<file path="config.mk">
export PLATFORM = sky130hd
export DESIGN_NAME = vga_pixel_sink
export DESIGN_NICKNAME = d
export VERILOG_FILES = /design/src/rtl/vga_pixel_sink.sv
export SDC_FILE = /design/constraint.sdc
export NUM_CORES = 1
export LEC_CHECK = 0
export CAP_MARGIN = 20
export CORE_MARGIN = 2
export CORE_UTILIZATION = 40
export DETAILED_ROUTE_END_ITERATION = 6
export SYNTH_ARGS = -nofsm -noshare
export SYNTH_HDL_FRONTEND = slang
export SYNTH_SLANG_ARGS = --single-unit
</file>
<file path="constraint.sdc">
create_clock -name clk -period 3.5 [get_ports clk]
set_clock_uncertainty 0.15 [all_clocks]
set_input_delay 0.7 -clock clk [delete_from_list [all_inputs] [get_ports clk]]
set_output_delay 0.7 -clock clk [all_outputs]
set_load 0.02 [all_outputs]
</file>
<file path="src/rtl/vga_pixel_sink.sv">
// Pixel write buffer and framebuffer port arbiter: scan-out reads, full-frame clear, buffered plots.
// Optional macro PIXEL_BOUNDS_CHECK_EN discards off-screen pixels instead of writing them.
module vga_pixel_sink #(
    parameter int SCREEN_W   = 160,
    parameter int SCREEN_H   = 120,
    parameter int FIFO_DEPTH = 4
) (
    input  logic        clk,
    input  logic        resetn,
    input  logic [7:0]  x,
    input  logic [6:0]  y,
    input  logic [2:0]  color,
    input  logic        plot,
    output logic        ready,
    input  logic        clear,
    input  logic [2:0]  clear_color,
    output logic        busy,
    input  logic        scan_req,
    output logic [14:0] mem_addr,
    output logic [2:0]  mem_wdata,
    output logic        mem_we,
    output logic        frame_done
);
    localparam int PTR_W = (FIFO_DEPTH > 1) ? $clog2(FIFO_DEPTH) : 1;
    localparam int CNT_W = PTR_W + 1;
    localparam logic [14:0] LAST_ADDR = 15'(SCREEN_W * SCREEN_H - 1);

    typedef enum logic [1:0] {IDLE, DRAIN, CLEAR} state_t;

    state_t           state_q;
    logic [14:0]      scan_q;
    logic [14:0]      clr_q;
    logic [2:0]       clr_color_q;
    logic [PTR_W-1:0] wr_ptr_q;
    logic [PTR_W-1:0] rd_ptr_q;
    logic [CNT_W-1:0] count_q;
    logic [17:0]      fifo_mem [FIFO_DEPTH];

    logic        fifo_empty;
    logic        fifo_full;
    logic        in_bounds;
    logic        push;
    logic        pop;
    logic        clr_grant;
    logic [14:0] pix_addr;

    assign fifo_empty = (count_q == '0);
    assign fifo_full  = (count_q == CNT_W'(FIFO_DEPTH));
    assign pix_addr   = 15'(32'(y) * 32'(SCREEN_W) + 32'(x));

`ifdef PIXEL_BOUNDS_CHECK_EN
    assign in_bounds = (32'(x) < 32'(SCREEN_W)) && (32'(y) < 32'(SCREEN_H));
`else
    assign in_bounds = 1'b1;
`endif

    // Off-screen pixels are still handshaken so the drawing datapath never stalls on them.
    assign ready      = resetn && !fifo_full && (state_q == IDLE);
    assign push       = plot && ready && in_bounds;
    assign clr_grant  = !scan_req && (state_q == CLEAR);
    assign pop        = !scan_req && (state_q != CLEAR) && !fifo_empty;
    assign busy       = (state_q != IDLE);
    assign frame_done = resetn && scan_req && (scan_q == LAST_ADDR);

    always_comb begin
        mem_we    = 1'b0;
        mem_addr  = '0;
        mem_wdata = '0;
        if (scan_req) begin
            mem_addr = scan_q;
        end else if (clr_grant) begin
            mem_we    = 1'b1;
            mem_addr  = clr_q;
            mem_wdata = clr_color_q;
        end else if (pop) begin
            mem_we                = 1'b1;
            {mem_addr, mem_wdata} = fifo_mem[rd_ptr_q];
        end
    end

    always_ff @(posedge clk) begin
        if (push) begin
            fifo_mem[wr_ptr_q] <= {pix_addr, color};
        end
    end

    always_ff @(posedge clk or negedge resetn) begin
        if (!resetn) begin
            state_q     <= IDLE;
            scan_q      <= '0;
            clr_q       <= '0;
            clr_color_q <= '0;
            wr_ptr_q    <= '0;
            rd_ptr_q    <= '0;
            count_q     <= '0;
        end else begin
            if (scan_req) begin
                scan_q <= (scan_q == LAST_ADDR) ? '0 : scan_q + 15'd1;
            end
            if (push) begin
                wr_ptr_q <= (wr_ptr_q == PTR_W'(FIFO_DEPTH - 1)) ? '0 : wr_ptr_q + PTR_W'(1);
            end
            if (pop) begin
                rd_ptr_q <= (rd_ptr_q == PTR_W'(FIFO_DEPTH - 1)) ? '0 : rd_ptr_q + PTR_W'(1);
            end
            if (push && !pop) begin
                count_q <= count_q + CNT_W'(1);
            end else if (!push && pop) begin
                count_q <= count_q - CNT_W'(1);
            end

            // Pixels accepted before or with the clear pulse must land before the fill overwrites.
            case (state_q)
                IDLE: begin
                    if (clear) begin
                        state_q     <= DRAIN;
                        clr_color_q <= clear_color;
                        clr_q       <= '0;
                    end
                end
                DRAIN: begin
                    if (fifo_empty) begin
                        state_q <= CLEAR;
                    end
                end
                CLEAR: begin
                    if (clr_grant) begin
                        if (clr_q == LAST_ADDR) begin
                            clr_q   <= '0;
                            state_q <= IDLE;
                        end else begin
                            clr_q <= clr_q + 15'd1;
                        end
                    end
                end
                default: state_q <= IDLE;
            endcase
        end
    end
endmodule

</file>
==> run_results.csv, run 1 <==
group,metric,value,unit
layout,fin_nets,544,
hold_path,hp-class,"input pin to asynchronous set/reset pin",
die,core_area,13800,um2
synth,synth_edf_count,72,
setup_path,critPathSlowestCell,"clkdlybuf4s50_1",
layout,final_cell_area,6910,um2
sta,max_slew_margin,61.8,%
setup_path,crit_arrival,2.47,ns
pwr,power.density,631,nW/um2
pwr,cellLeakagePower,2.61,nW
synth,synthArstFlopShare,36.8,%
synth,synthFlopType,"edfxtp_1",
clock_tree,htree_num_levels,4,
grt,grt_max_degree,51,
drt,drc,0,
drt,routed-via-count,3662,
clock_tree,cts_tree,"done",
die,ios,48,
sta,rsz0062_at_grt,"false",
die,die_y,122,um
synth,syn_inst,428,
layout,antennaDiodeCount,0,
drt,drtAntennaViolNets,0,
setup_path,cp_cell_sequence,"buf_12 > mux4_2 > a22oi_1 > o21ai_0 > clkdlybuf4s50_1",
clock_tree,cts_resized,0,
setup_path,rrSetupSlack,0.58,ns
drt,wl_per_cell,16.4,um
pwr,max-vdd-ir-drop,0.000341,V
run_status,status,"finished, final reports clean",
grt,grt_overflow_total,0,
place,portBuffers,47,
sta,setup_violations,0,
synth,syn_avg_cell_area,13.1,um2
synth,synth.distinct_cells,52,
grt,antenna_found_initial,0,
grt,grt_pass1_wl,18.4,mm
die,start_util,40.7,%
layout,drive_above_1_share,16.4,%
place,place_congestion,0.769,
setup_path,crit_required,2.65,ns
place,dp_hpwl,7.80,mm
drt,wirelength,11.3,mm
clock_tree,insertion_delay,0.42,ns
setup_path,cp-start-kind,"flop",
clock_tree,path_clk_slew,0.05,ns
sta,worst-slew-pin-transition,0.574,ns
sta,slew_violations,0,
die,die_x,122,um
synth,ys_seq_elements,114,
synth,yosysSeqAreaShare,57.3,%
setup_path,cp_num_buf_inv,2,
pwr,design_power_total,4.36,mW
die,die_area,15000,um2
sta,hold_viol,0,
clock_tree,cts_sinks,114,
setup_path,critPathTopFamily,"buffers and inverters",
synth,syn-num-nets,478,
drt,drt_iter0_markers,261,
sta,period_minus_slack,3.32,ns
setup_path,worst-setup-path-type,"flop to output pin",
drt,vias_per_cell,5.33,
synth,syn-cell-area,5600,um2
clock_tree,ctsHoldBuffers,0,
place,place_area,6380,um2
die,row_count,43,
setup_path,cp_max_fo,21,
drt,drtPass1Iterations,4,
place,dp_cells,655,
setup_path,critPathMaxStageDelay,0.56,ns
sta,fin_crit_sh,94.8,%
grt,gr-usage-all-layers,16.4,%
layout,final_cell_count_no_fill,687,
clock_tree,cts_buffer_depth,2,
grt,grt_pass1_vias,3595,
synth,synth_top_cell_area_share,38.6,%
synth,synth.largest_area_cell,"edfxtp_1",
sta,max_freq,301,MHz
layout,syn_to_final_growth,23.3,%
run,cap_viol_max_count,0,
sta,fin_tns_setup,0,ns
clock_tree,numCtsBuffers,17,
synth,synth_area_leaders,"edfxtp_1 (39%), dfrtp_1 (19%), mux4_2 (7.2%)",
synth,yosysWarnings,0,
clock_tree,cts_root_buf,"clkbuf_16",
clock_tree,post_cts_buffers,0,
setup_path,cp-end-kind,"output pin",
[metal layers]
metal	part of all wire, %	global-route usage (%)	routed length (um)	vias to the layer above
met3	4.5	3.58	513	20
li1	-	-	-	1751
met4	1.6	8.26	183	0
met5	0	0	0	-
met2	49	26.4	5550	93
met1	45	21.0	5040	1798
[path summary, 6_finish.rpt]
kind / start / to / cells after the start
max: rd_ptr_q[0]$_DFFE_PN0P_ / mem_addr[5] / 5
min: resetn / scan_q[13]$_DFFE_PN0P_ / 2
max reg2reg: state_q[0]$_DFFE_PN0P_ / count_q[2]$_DFFE_PN0P_ / 10
min reg2reg: count_q[2]$_DFFE_PN0P_ / count_q[2]$_DFFE_PN0P_ / 1
max in group asynchronous: resetn / scan_q[5]$_DFFE_PN0P_ / 2
min in group clk: count_q[2]$_DFFE_PN0P_ / count_q[2]$_DFFE_PN0P_ / 1
[registers in the layout (all words and copies together), names as in the netlist]
name	count
clr_q	15
scan_q	15
fifo_mem	72
clr_color_q	3
wr_ptr_q	2
state_q	2
count_q	3
rd_ptr_q	2
[cell usage after synthesis, drive strengths merged (3+ instances only)]
cell,n
nand3,12
a22oi,19
nand2,38
nor2,23
and3,14
mux4,18
buf,5
clkbuf,13
or3,3
nor3,5
xnor2,15
nand2b,4
a211oi,3
a21oi,11
xor2,9
a21o,4
nand4,5
o21ai,33
ha,21
fa,3
mux2,8
o31ai,3
dfrtp,42
or4,3
edfxtp,72
inv,13
[cell usage in the layout (no fill, tap or decap), types with 3 or more instances in the layout]
master,count
nand2_1,38
nand4_1,5
a21oi_1,11
mux4_2,18
and3_1,14
clkdlybuf4s50_1,46
inv_1,13
fa_1,3
edfxtp_1,72
clkinv_2,4
clkinvlp_4,4
mux2_2,8
o31ai_1,3
dfrtp_1,42
nand2b_1,4
o21ai_0,33
xnor2_1,15
nor2_1,22
xor2_1,9
ha_1,21
a21o_1,4
buf_4,16
clkinv_1,4
a22oi_1,19
nor3_1,5
clkbuf_16,17
nand3_1,11
[cell type report]
| type | count | area, um2 |
|---|---|---|
| flip-flops and latches | 114 | 3210 |
| fillers | 1220 | 6860 |
| clock buffers | 19 | 433 |
| clock inverters | 13 | 95.1 |
| inverters | 13 | 48.8 |
| multi-input cells | 283 | 2270 |
| well taps | 180 | 225 |
| repair buffers | 65 | 626 |
[per-stage QoR]
step | setup WS, ns | utilization, % | hold slack [ns]
final | 0.182 | 50.2 | 0.295
after global placement | 0.0455 | 46.3 | 0.347
after CTS | 0.144 | 50.2 | 0.324
after detailed placement | -0.0130 | 46.3 | 0.358
after global routing | 0.0606 | 50.2 | 0.343
after floorplan | 0.549 | - | 0.254
[kinds of logic (layout without fill, tap and decap cells)]
kind of cell | Yosys count | after routing | share of synthesized area (%)
buffers and inverters | 31 | 110 | 2.19
AO/OA/AOI/OAI | 87 | 87 | 10.3
XOR/XNOR | 25 | 25 | 4.18
flip-flops | 114 | 114 | 57.3
multiplexers | 27 | 27 | 9.02
AND/OR/NAND/NOR | 120 | 120 | 11.3
adder cells (fa/ha/maj) | 24 | 24 | 5.76
[power breakdown]
group / leakage [nW] / internal (mW) / switching, mW / total [mW]
clock: 0.248 / 0.954 / 0.570 / 1.52
combinational: 1.17 / 0.545 / 0.522 / 1.07
sequential: 1.18 / 1.60 / 0.173 / 1.77
Note: power is estimated with default switching activity, not from simulation.
==> inputs of run 2 (changes only) <==
ABC_CLOCK_PERIOD_IN_PS = 3500   (was unset)
HOLD_SLACK_MARGIN = 0.15   (was unset)
==> results of run 2 <==
Same layout as run 1: the final DEF is identical, and so are final timing and power.
==> inputs of run 3 (changes only) <==
CORE_MARGIN = unset   (was 2)
MAX_ROUTING_LAYER = met4   (was unset)
SKIP_CTS_REPAIR_TIMING = 1   (was unset)
==> run 3 against run 2 <==
Total power grew 4.0%. Clock power increased by 12%. Combinational power about the same. Sequential power is essentially flat. Register-to-register slack gained 0.10 ns. Global-route usage grew 1.1 points. Clock-buffer cell count up 2. Non-clock buffer count is 2 lower. Cell area is 0.54% higher.
==> run_results.csv, run 3 (synthesis gave the netlist of run 1 again) <==
group,metric,value,unit
clock_tree,insertion_delay,0.40,ns
layout,final_common_cell,"edfxtp_1",
setup_path,cp_max_fo,21,
grt,grt_max_degree,51,
run_status,status,"finished, final reports clean",
sta,max_slew_margin,61.6,%
grt,met3_usage,4.01,%
drt,vias_per_cell,5.36,
layout,top_regs,"fifo_mem (72), clr_q (15), scan_q (15)",
grt,grt_pass1_vias,3678,
clock_tree,path_clk_slew,0.05,ns
layout,regArea,3210,um2
setup_path,cp-start-kind,"flop",
setup_path,crit_arrival,2.47,ns
hold_path,hp-class,"input pin to asynchronous set/reset pin",
clock_tree,cts_tree,"done",
layout,top_register,"fifo_mem",
die,die_y,120,um
die,die_area,14500,um2
clock_tree,cts_sinks,114,
place,portBuffers,47,
die,row_count,42,
clock_tree,htree_num_levels,4,
layout,final_cell_area,6950,um2
drt,drtAntennaViolNets,0,
layout,largest_reg_flops,72,
layout,multi_input_area,2270,um2
drt,drc,0,
grt,busiest_layer,"met2",
grt,antenna_found_initial,0,
layout,drive_above_1_share,16.0,%
place,post-place-ws,-0.0389,ns
pwr,p_seq_share,39.0,%
sta,worst-slew-pin-transition,0.576,ns
layout,fill_cells,1170,
drt,drtPass1Iterations,4,
sta,fin_crit_sh,94.9,%
sta,max_freq,301,MHz
die,core_area,13500,um2
pwr,p_switching,1.27,mW
setup_path,cp-end-kind,"output pin",
grt,use_met2,27.3,%
sta,rsz0062_at_grt,"false",
grt,met1_usage,22.5,%
layout,syn_to_final_growth,24.0,%
run,cap_viol_max_count,0,
grt,gr-usage-all-layers,17.5,%
die,start_util,41.6,%
drt,routed-via-count,3651,
place,place_congestion,0.845,
layout,antennaDiodeCount,0,
drt,wirelength,11.2,mm
pwr,cellLeakagePower,2.62,nW
pwr,power.density,653,nW/um2
clock_tree,numCtsBuffers,17,
clock_tree,cts_buffer_depth,2,
setup_path,rrSetupSlack,0.68,ns
place,dp_hpwl,7.64,mm
clock_tree,cts_root_buf,"clkbuf_16",
sta,setup_ws,0.177,ns
die,die_x,120,um
pwr,pwr-share-comb,23.5,%
sta,hold_viol,0,
sta,fin_tns_setup,0,ns
pwr,switching_share,27.9,%
pwr,max-vdd-ir-drop,0.000369,V
sta,slew_violations,0,
grt,grt_pass1_wl,18.8,mm
layout,utilization,51.6,%
drt,drt_iter0_markers,304,
setup_path,worst-setup-path-type,"flop to output pin",
pwr,clkPwrFrac,37.6,%
layout,final_cell_mix,"edfxtp_1 (72), clkdlybuf4s50_1 (46), dfrtp_1 (42), nand2_1 (38), o21ai_0 (33)",
drt,wl_per_cell,16.4,um
place,place_area,6360,um2
die,ios,48,
layout,fin_nets,542,
setup_path,crit_required,2.65,ns
grt,grt_overflow_total,0,
pwr,p_int,3.27,mW
sta,period_minus_slack,3.32,ns
sta,setup_violations,0,
## run 3: changes by cell type in the layout (fill, tap and decap cells not counted), sizes merged
cell    previous run  this run
buf               19        17
bufinv             1         3
clkinv             8         4
clkbuf            19        21
## run 3: layout make-up
cell class | count | area share, %
sequential | 114 | 46.2
multi-input combinational | 283 | 32.6
timing repair buffer | 63 | 8.79
clock buffer | 21 | 6.48
tap | 176 | 3.17
clock inverter | 11 | 1.98
inverter | 13 | 0.702
## run 3: worst paths after layout
check	startpoint	endpoint	cells after the start
worst max-delay path	rd_ptr_q[0]$_DFFE_PN0P_	mem_addr[13]	5
worst max register to register	state_q[0]$_DFFE_PN0P_	count_q[2]$_DFFE_PN0P_	9
worst min register to register	clr_color_q[2]$_DFFE_PN0P_	clr_color_q[2]$_DFFE_PN0P_	1
min in group clk	clr_color_q[2]$_DFFE_PN0P_	clr_color_q[2]$_DFFE_PN0P_	1
worst min-delay path	resetn	clr_color_q[0]$_DFFE_PN0P_	2
max in group asynchronous	resetn	scan_q[7]$_DFFE_PN0P_	2
## run 3: critical path, cell delays in order, from the launching register on
cell and delay [ns]:
dfrtp_1 0.37, buf_12 0.20, mux4_2 0.56, a22oi_1 0.26, o21ai_0 0.13, clkdlybuf4s50_1 0.55
## run 3: power by group through the flow
stage               sequential [mW]  clock [mW]  combinational [mW]
global route                   1.79        1.80                1.19
detailed placement             1.79           0                1.09
global placement               1.78           0                1.06
CTS                            1.77        1.73                1.09
finish                         1.77        1.71                1.06
floorplan                      1.73           0               0.767
## run 3: stage by stage
step                      hold slack [ns]  instances  power, mW
final                               0.301        681       4.54
after global routing                0.351        681       4.78
after CTS                           0.324        681       4.59
after detailed placement            0.353        649       2.87
after global placement              0.344        649       2.84
after floorplan                     0.254        428       2.49
## run 3: metal layers
layer	wire length [um]	vias up
li1	-	1756
met1	5110	1791
met2	5390	89
met3	530	15
met4	162	0
met5	0	-
==> RTL change 1: new RTL, settings of run 1 <==
Make the reset (`resetn`) synchronous in one clocked block.
--- a/src/rtl/vga_pixel_sink.sv
+++ b/src/rtl/vga_pixel_sink.sv
@@ -84,7 +84,7 @@
         end
     end
 
-    always_ff @(posedge clk or negedge resetn) begin
+    always_ff @(posedge clk) begin
         if (!resetn) begin
             state_q     <= IDLE;
             scan_q      <= '0;
Function: differs if resetn is asserted again (counterexample within 4 cycles, from zero or initial values and one cycle with resetn low); with resetn held inactive, the same outputs for 4 cycles.
==> RTL change 1 against run 1 <==
  * Non-clock buffer count is 16 higher
  * Final area is 2.6% higher
  * Highest routed layer unchanged
  * Register-to-register slack improved by 0.42 ns
  * Sequential cell count is 2 higher
  * Setup slack worse by 0.011 ns
  * Wire length rose by 2.9%
  * Area after synthesis rose by 0.16%
  * Power increased by 6.9%
==> RTL change 1: results (changes against run 1) <==
{| class="wikitable"
! Metric !! Value
|-
| Result of the run || finished, final reports clean (unchanged)
|-
| Routability Congestion || 0.832 (was 0.769)
|-
| Average wire length per cell after detail routing || 16.1 um (was 16.4 um)
|-
| Portion of total power attributed to the clock network || 38.6% (was 34.9%)
|-
| Post-synthesis mux area share || 8.83% (was 9.02%)
|-
| Wire length on met2 || 5720 um (was 5550 um)
|-
| Share of the synthesized area in compound gates (AO/OA/AOI/OAI) || 12.1% (was 10.3%)
|-
| Global-route wire length before repair || 19,200 um (was 18,400 um)
|-
| Fraction of standard cell area in multi-input logic || 33.7% (was 32.8%)
|-
| Post-route met1 wirelength || 5290 um (was 5040 um)
|-
| Portion of the post-synthesis area used by sequential elements || 54.2% (was 57.3%)
|-
| Fraction of area in non-clock buffers || 10.6% (was 9.05%)
|-
| #MultiIn Comb || 296 (was 283)
|-
| Clk cell area share || 8.70% (was 7.64%)
|-
| Initial DRT Pass Iterations || 5 (was 4)
|-
| Non-CTS buffers || 81 (was 65)
|-
| Cell area reported after detailed placement || 6470 um^2 (was 6380 um^2)
|-
| Synth Area in Adders || 5.75% (was 5.76%)
|-
| CP max stage cell || mux4_2 (was clkdlybuf4s50_1)
|-
| Met3 wire len || 450 um (was 513 um)
|-
| Placed insts || 691 (was 655)
|-
| Ranking of synthesized cells by area || edfxtp_1 (39%), dfxtp_1 (16%), mux4_2 (7.2%) (was edfxtp_1 (39%), dfrtp_1 (19%), mux4_2 (7.2%))
|-
| DR vias || 3,881 (was 3,662)
|-
| Area share of xor/xnor cells in the synthesized design || 4.93% (was 4.18%)
|-
| Global Route met1 Usage || 21.1% (was 21.0%)
|-
| Final HPWL from detailed placement || 8080 um (was 7800 um)
|-
| Inverters, non-clock || 18 (was 13)
|-
| Yosys cell types || 53 (was 52)
|-
| Filler cell count in the final layout || 1,235 (was 1,220)
|-
| Layout cell share with drive strength beyond 1 || 16.1% (was 16.4%)
|-
| Worst Path Max Fanout || 18 (was 21)
|-
| Layout clock buffers || 17 (was 19)
|}
-- RTL change 1: stage by stage --
stage | worst slack, ns | total power [mW] | setup TNS (ns) | utilization [%] | hold WS, ns
finish | 0.171 | 4.67 | 0 | 51.5 | 0.361
global route | 0.0421 | 4.89 | 0 | 51.5 | 0.374
CTS | 0.132 | 4.71 | 0 | 51.5 | 0.359
detailed placement | -0.197 | 2.90 | -1.76 | 47.0 | 0.350
global placement | -0.142 | 2.88 | -0.969 | 47.0 | 0.332
floorplan | 0.224 | 2.41 | 0 | - | 0.311
-- RTL change 1: worst paths after layout --
| path | to | slack [ns] | cells past startpoint |
|---|---|---|---|
| worst min-delay path | clr_color_q[2] | 0.36 | 2 |
| worst max register to register | count_q[2] | 1.00 | 8 |
| worst max-delay path | mem_addr[4] | 0.17 | 5 |
| worst min register to register | clr_color_q[2] | 0.36 | 2 |
-- RTL change 1: tightest hold or removal path, stage by stage (launching register included) --
cell	delay, ns
dfxtp_1	0.33
mux2i_1	0.07
nor2_1	0.08
==> RTL change 2: new RTL, flow settings as in run 1 <==
Made on the original files. The option `PIXEL_BOUNDS_CHECK_EN` is turned on by a define.
--- a/src/rtl/vga_pixel_sink.sv
+++ b/src/rtl/vga_pixel_sink.sv
@@ -1,5 +1,7 @@
 // Pixel write buffer and framebuffer port arbiter: scan-out reads, full-frame clear, buffered plots.
 // Optional macro PIXEL_BOUNDS_CHECK_EN discards off-screen pixels instead of writing them.
+`define PIXEL_BOUNDS_CHECK_EN
+
 module vga_pixel_sink #(
     parameter int SCREEN_W   = 160,
     parameter int SCREEN_H   = 120,
Check against the original RTL: not equivalent (Yosys sat finds a counterexample within 4 cycles, from zero or initial values and one cycle with resetn low).
==> RTL change 2 against run 1 <==
  * Synthesized cell count rose by 0.70%
  * First-iteration DRC count decreased by 22%
  * Final area increased by 1.8%
  * Register-to-register slack improved by 0.04 ns
  * Setup slack worse by 0.033 ns
  * Power grew 16%
  * Area after synthesis shrank 0.29%
  * Wire length decreased by 1.3%
  * Hold slack gained 0.015 ns
  * Count of clock-buffer cells in the layout did not move
  * Sequential cell count unchanged
  * Clock power increased by 14%
  * Critical path type unchanged
  * Largest cell class unchanged
  * Highest routed layer unchanged
==> RTL change 2: results (changes against run 1) <==
{| class="wikitable"
! Metric !! Value
|-
| Global-route wire length before repair || 18,500 um (was 18,400 um)
|-
| Global Route met1 Usage || 21.8% (was 21.0%)
|-
| Ranking of synthesized cells by area || edfxtp_1 (39%), dfrtp_1 (19%), mux4_2 (7.3%) (was edfxtp_1 (39%), dfrtp_1 (19%), mux4_2 (7.2%))
|-
| Met3 track utilization from global routing || 4.03% (was 3.58%)
|-
| Leakage || 2.71 nW (was 2.61 nW)
|-
| Actual slew at the worst max-slew pin || 0.563 ns (was 0.574 ns)
|-
| Post-Synthesis Cells || 431 (was 428)
|-
| Most instantiated cells after synthesis || edfxtp_1 (72), dfrtp_1 (42), nand2_1 (35) (was edfxtp_1 (72), dfrtp_1 (42), nand2_1 (38))
|-
| Antenna violations before repair || 1 (was 0)
|-
| Worst path arrival time || 2.50 ns (was 2.47 ns)
|-
| Diodes inserted || 0 (unchanged)
|-
| Peak supply drop || 344 uV (was 341 uV)
|-
| Clock-pin slew reported for the worst setup and hold paths after clock tree synthesis || 0.05 ns (about the same)
|-
| Initial DRT Pass Iterations || 5 (was 4)
|-
| Met2 global-route usage || 26.3% (was 26.4%)
|-
| Average wire length per cell after detail routing || 16.1 um (was 16.4 um)
|-
| Layout Cells excl Fill || 694 (was 687)
|-
| CTS buffer count || 17 (unchanged)
|-
| Final HPWL from detailed placement || 7830 um (was 7800 um)
|-
| CP max stage cell || clkdlybuf4s50_1 (unchanged)
|-
| Maximum number of pins on one net before global-route repair || 43 (was 51)
|-
| Routability Congestion || 0.795 (was 0.769)
|-
| Total nets after synthesis || 481 (was 478)
|-
| Result of the run || finished, final reports clean (unchanged)
|-
| Number of cells on the worst reg-to-reg path || 10 (unchanged)
|-
| Capturing element of the worst setup path || mem_addr[7] (was mem_addr[5])
|-
| Portion of the post-synthesis area used by sequential elements || 57.5% (was 57.3%)
|-
| Count of routing violations after the opening detailed-route iteration || 203 (was 261)
|-
| Number of global-route vias before repair || 3,661 (was 3,595)
|-
| Initial standard-cell utilization of the core || 40.6% (was 40.7%)
|-
| Layout cell share with drive strength beyond 1 || 16.9% (was 16.4%)
|-
| Post-Place Setup Slack || -0.0168 ns (was -0.0130 ns)
|-
| Final nets || 553 (was 544)
|-
| Setup slack on the worst flop-to-flop path || 0.62 ns (was 0.58 ns)
|-
| Placed insts || 664 (was 655)
|-
| Yosys cell types || 51 (was 52)
|-
| Filler cell count in the final layout || 1,221 (was 1,220)
|-
| Clock network latency to the later pin of the worst-skew pair || 0.40 ns (was 0.42 ns)
|-
| Worst Path Max Fanout || 21 (unchanged)
|-
| Maximum clock frequency || 0.298 GHz (was 0.301 GHz)
|-
| DR vias || 3,596 (was 3,662)
|-
| Overall track demand over capacity in global routing || 16.5% (was 16.4%)
|}
[RTL change 2: cell count changes in the layout (fill, tap and decap cells not counted), sizes merged, moves of 4 or more]
cell,run 1,this run
clkinv,8,4
nor2,23,32
buf,19,25
and2,2,8
and3,14,6
xor2,9,13
[RTL change 2: metrics by stage]
stage / utilization (%) / hold slack [ns] / power (mW) / TNS [ns] / instance area (um^2)
2_1_floorplan: - / 0.254 / 2.76 / 0 / 5590
3_3_place_gp: 46.7 / 0.336 / 3.32 / 0 / 6440
3_5_place_dp: 46.7 / 0.339 / 3.35 / -0.0670 / 6440
4_1_cts: 51.1 / 0.328 / 5.12 / 0 / 7030
5_1_grt: 51.1 / 0.351 / 5.33 / 0 / 7040
6_report: 51.1 / 0.309 / 5.05 / 0 / 7040
[RTL change 2: logic make-up (layout without fill, tap and decap cells)]
group | Yosys count | in the layout | share of synthesized area [%]
xor+xnor | 27 | 27 | 4.50
mux | 28 | 28 | 9.25
fa+ha+maj | 24 | 24 | 5.78
flops | 114 | 114 | 57.5
buf+inv | 32 | 115 | 2.44
simple gates | 125 | 125 | 11.3
compound gates | 81 | 81 | 9.20
[RTL change 2: report_power, final]
group | switching, mW | leakage [nW] | internal, mW
Clock | 0.565 | 0.280 | 1.17
Sequential | 0.134 | 1.20 | 1.61
Combinational | 0.811 | 1.23 | 0.755
Total | 1.51 | 2.71 | 3.54
[RTL change 2: timing repair]
action                     4_1_cts  5_1_grt
hold buffers                     0        0
setup endpoints to repair        0        3
gates resized for setup          0        2
[RTL change 2: layout make-up]
class | count | area share [%]
inverter | 14 | 0.747
tap | 180 | 3.20
clock inverter | 11 | 2.33
sequential | 114 | 45.7
clock buffer | 19 | 6.15
multi-input combinational | 285 | 31.8
timing repair buffer | 71 | 10.1
[RTL change 2: how the worst min path moves through the flow]
stage	endpoint	slack (ns)	depth (start not counted)	from
2_1_floorplan	clr_color_q[0]	0.25	0	resetn
3_3_place_gp	count_q[2]	0.34	1	count_q[2]
3_5_place_dp	count_q[2]	0.34	1	count_q[2]
4_1_cts	count_q[2]	0.33	2	resetn
5_1_grt	count_q[2]	0.35	2	resetn
6_report	count_q[1]	0.31	2	resetn
[RTL change 2: layer usage]
layer,up-vias,wire length (um)
li1,1749,-
met1,1768,5210
met2,72,5410
met3,7,426
met4,0,108
met5,-,0
